File: src/rtl/seq_onehot_decoder.sv
// Registered binary-to-one-hot decoder with a valid/ready input handshake.
// Level mode holds the decoded line; pulse mode drives it for PULSE_CYCLES cycles.
module seq_onehot_decoder #(
    parameter int unsigned IN_WIDTH     = 4,
    parameter int unsigned PULSE_CYCLES = 1
) (
    input  logic                     clk,
    input  logic                     rst,
    input  logic                     enable,
    input  logic                     mode,
    input  logic                     in_valid,
    output logic                     in_ready,
    input  logic [IN_WIDTH-1:0]      binary_in,
    output logic [(1<<IN_WIDTH)-1:0] decoder_out,
    output logic                     out_valid
);

    localparam int unsigned OUT_WIDTH = 1 << IN_WIDTH;
    localparam int unsigned CNT_W     = (PULSE_CYCLES > 1) ? $clog2(PULSE_CYCLES) : 1;
    localparam logic [CNT_W-1:0] CNT_LAST = CNT_W'(PULSE_CYCLES - 1);

    typedef enum logic [1:0] {
        IDLE  = 2'd0,
        HOLD  = 2'd1,
        PULSE = 2'd2
    } state_t;

    state_t                 state_q;
    logic [CNT_W-1:0]       cnt_q;
    logic [OUT_WIDTH-1:0]   decoder_out_q;
    logic                   out_valid_q;
    logic                   last_c;
    logic                   accept_c;

    // The final pulse cycle reopens the input so pulse trains run back-to-back.
    always_comb begin
        last_c   = (cnt_q == CNT_LAST);
        in_ready = enable && ((state_q != PULSE) || last_c);
        accept_c = in_valid && in_ready;
    end

    always_ff @(posedge clk) begin
        if (rst || !enable) begin
            state_q       <= IDLE;
            cnt_q         <= '0;
            decoder_out_q <= '0;
            out_valid_q   <= 1'b0;
        end else if (accept_c) begin
            state_q       <= mode ? PULSE : HOLD;
            cnt_q         <= '0;
            decoder_out_q <= OUT_WIDTH'(1) << binary_in;
            out_valid_q   <= 1'b1;
        end else begin
            case (state_q)
                PULSE: begin
                    if (last_c) begin
                        state_q       <= IDLE;
                        cnt_q         <= '0;
                        decoder_out_q <= '0;
                        out_valid_q   <= 1'b0;
                    end else begin
                        cnt_q <= cnt_q + CNT_W'(1);
                    end
                end
                HOLD:    ;
                default: ;
            endcase
        end
    end

    assign decoder_out = decoder_out_q;
    assign out_valid   = out_valid_q;

endmodule

File: config.mk
export PLATFORM = sky130hd
export DESIGN_NAME = seq_onehot_decoder
export DESIGN_NICKNAME = d
export VERILOG_FILES = /design/src/rtl/seq_onehot_decoder.sv
export SDC_FILE = /design/constraint.sdc
export NUM_CORES = 1
export LEC_CHECK = 0
export ABC_CLOCK_PERIOD_IN_PS = 2600
export BUFFER_PORTS_ARGS = -buffer_cell sky130_fd_sc_hd__buf_4
export CORE_MARGIN = 2
export CORE_UTILIZATION = 50
export CTS_BUF_LIST = sky130_fd_sc_hd__clkbuf_8
export DETAILED_ROUTE_END_ITERATION = 6
export GPL_TIMING_DRIVEN = 0
export PLACE_DENSITY = 0.91
export SLEW_MARGIN = 20
export SYNTH_ARGS = -nofsm -noshare
export SYNTH_HDL_FRONTEND = slang
export SYNTH_SLANG_ARGS = --single-unit
File: constraint.sdc
create_clock -name clk -period 2.6 [get_ports clk]
set_clock_uncertainty 0.2 [all_clocks]
set_input_delay 0.39 -clock clk [delete_from_list [all_inputs] [get_ports clk]]
set_output_delay 0.39 -clock clk [all_outputs]
set_load 0.05 [all_outputs]
==> flow_summary.ini <==
[floorplan]
core_area_sq_mm = 0.001489
rows = 14
num_io_pins = 27
die_h_um = 43.61
die_w_um = 43.61
initial_core_util = 0.5269
dieArea_sq_mm = 0.001902

[timing]
fmax_mhz = 708.6
hold_viol = 0
fin_crit_sh = 0.5428
rsz0062_at_grt = no
min_period_ns = 1.411
worstMarginPinSlew_ns = 0.3634
slew_viol_final = 0
slew_headroom = 0.7572
holdWs_ns = 0.1881
setup_tns_ns = 0
fin_ws_ns = 1.189
finalSetupViolations = 0

[cts]
tritoncts = yes
cts_buffer_depth = 2
clk_pin_slew_ns = 0.07
clk_latency_ns = 0.26
cts-root-buf = clkbuf_8
cts_setup_buffers = 0
htreeDepth = 1
post_cts_resized = 0
numCtsBuffers = 3
cts.sinks = 19
postCtsHoldBufs = 0

[setup_path]
cp_cell_sequence = buf_4
startpoint = decoder_out[5]
endpoint_kind = primary output
cp_top_family = flip-flops
path_depth = 1
crit_path_end = decoder_out[5]
crit_type = reg2out
critical_path.max_fanout = 2
r2r_start = state_q[0]
crit_path_start_kind = register
crit_arrival_ns = 0.82
cp_slowest_stage_delay_ns = 0.36
rr_endpoint = decoder_out[5]
r2r_slack_ns = 1.28
reg2reg_depth = 5
crit_slowest_cell = dfxtp_1
cp.required_ns = 2.01
crit_buf_inv = 1

[detailed_routing]
wl_mm = 1.867
postRouteAntennaNets = 0
vias_per_cell = 5.960
drt-initial-drc-count = 33
vias = 745
wl_per_cell_um = 14.94
drt_first_pass_iters = 7
drc_errors = 0

[grt]
grt_usage = 0.2086
grt_pass1_wl_mm = 2.884
grt_pass1_vias = 650
grt_max_degree = 11
antenna_found_initial = 0
grt-ovfl-total = 0

[job]
drv_cap = 0

[logic_synthesis]
ys_warn_count = 0
ys.flop_type = dfxtp_1
synth_cells = 79
ys_async_sr_fraction = 0
syn_area_sq_um = 784.5
synth.most_common_cell = dfxtp_1
ys_seq_elements = 19
synth_area_leaders = dfxtp_1 48%, a32oi_1 18%, nor2_1 8.6%
synth.top_cells.by_count = 19 x dfxtp_1, 18 x nor2_1, 16 x a32oi_1
seq_area_frac_synth = 0.4848
synth_edf_count = 0
syn-num-nets = 88
synth_top_area_frac = 0.4848
synth_top_cell_by_area = dfxtp_1
syn_area_per_cell_sq_um = 9.930
ys_types = 19

[status]
status = completed

[hold_path]
hp-class = in2reg
hold_start = in_valid

[layout]
layout-drive-gt1-share = 0.3761
area_growth_pct = 33.17
final_nets = 119
antenna_cells = 0

[place]
place.gp.congestion = 0.7756
hpwl_mm = 1.358
portBuffers = 26
place_ws_ns = 1.135

[power]
total_leakage_power_uw = 0.0004464
worst_ir_drop_vdd_mv = 0.3925
p_per_area_mw_per_mm2 = 535.8
-- placed cells by master, fill, tap and decap left out, types with 2 or more instances in the layout --
master and n:
a21oi_1 2, a32oi_1 16, and3b_1 3, buf_2 2, buf_4 29, buf_6 3, clkbuf_8 3, dfxtp_1 19
nor2_1 18, nor3b_1 3
-- per-layer routing --
metal  GRT usage  part of all wire  wire (um)
met1      0.2632              0.41        768
met4      0.1333             0.032         59
met5           0                 0          0
met2      0.3235              0.49        910
met3     0.04167             0.069        129
-- registers in the layout, summed over array words and instances, names as in the netlist --
signal / count
state_q: 2
out_valid: 1
decoder_out: 16
-- worst min path at each step --
| stage | to | depth (start not counted) |
|---|---|---|
| after global routing | out_valid | 3 |
| after floorplan | state_q[1] | 2 |
| after global placement | out_valid | 2 |
| after CTS | out_valid | 3 |
| final | out_valid | 3 |
| after detailed placement | out_valid | 2 |
-- through the flow --
step           instances  utilization  cell area, sq um  total power, uW
6_report             125       0.7017              1045            559.8
3_5_place_dp         121       0.6714             999.7            365.3
4_1_cts              125       0.7017              1045            558.5
2_1_floorplan         79            -             784.5            340.2
3_3_place_gp         121       0.6714             999.7            363.5
5_1_grt              125       0.7017              1045            571.7
-- worst register-to-register path, cell delays in order (launching register included) --
cell	delay, ns
dfxtp_1	0.33
nand2b_4	0.14
buf_6	0.13
buf_6	0.14
a32oi_1	0.20
nor2_1	0.08
-- cell type report --
cell class / count / area [sq um]
multi-input combinational: 52 / 337.8
tap: 16 / 20.02
fill: 119 / 444.2
buffer: 8 / 66.31
timing repair buffer: 26 / 195.2
clock buffer: 3 / 41.29
sequential: 19 / 380.4
clock inverter: 1 / 3.754
-- kinds of logic (layout without fill, tap and decap cells) --
logic type / count (synthesis) / after routing / synth area share
AO/OA/AOI/OAI: 19 / 19 / 0.1978
buffers and inverters: 8 / 38 / 0.08452
flip-flops: 19 / 19 / 0.4848
AND/OR/NAND/NOR: 33 / 33 / 0.2329
-- report_power, final --
group          leakage [uW]  total (uW)  switching, uW  internal (uW)
registers          0.000153         296           1.94            294
clock network     0.0000269         200           95.2            105
logic              0.000266        63.8           37.4           26.4
Note: power is estimated with default switching activity, not from simulation.
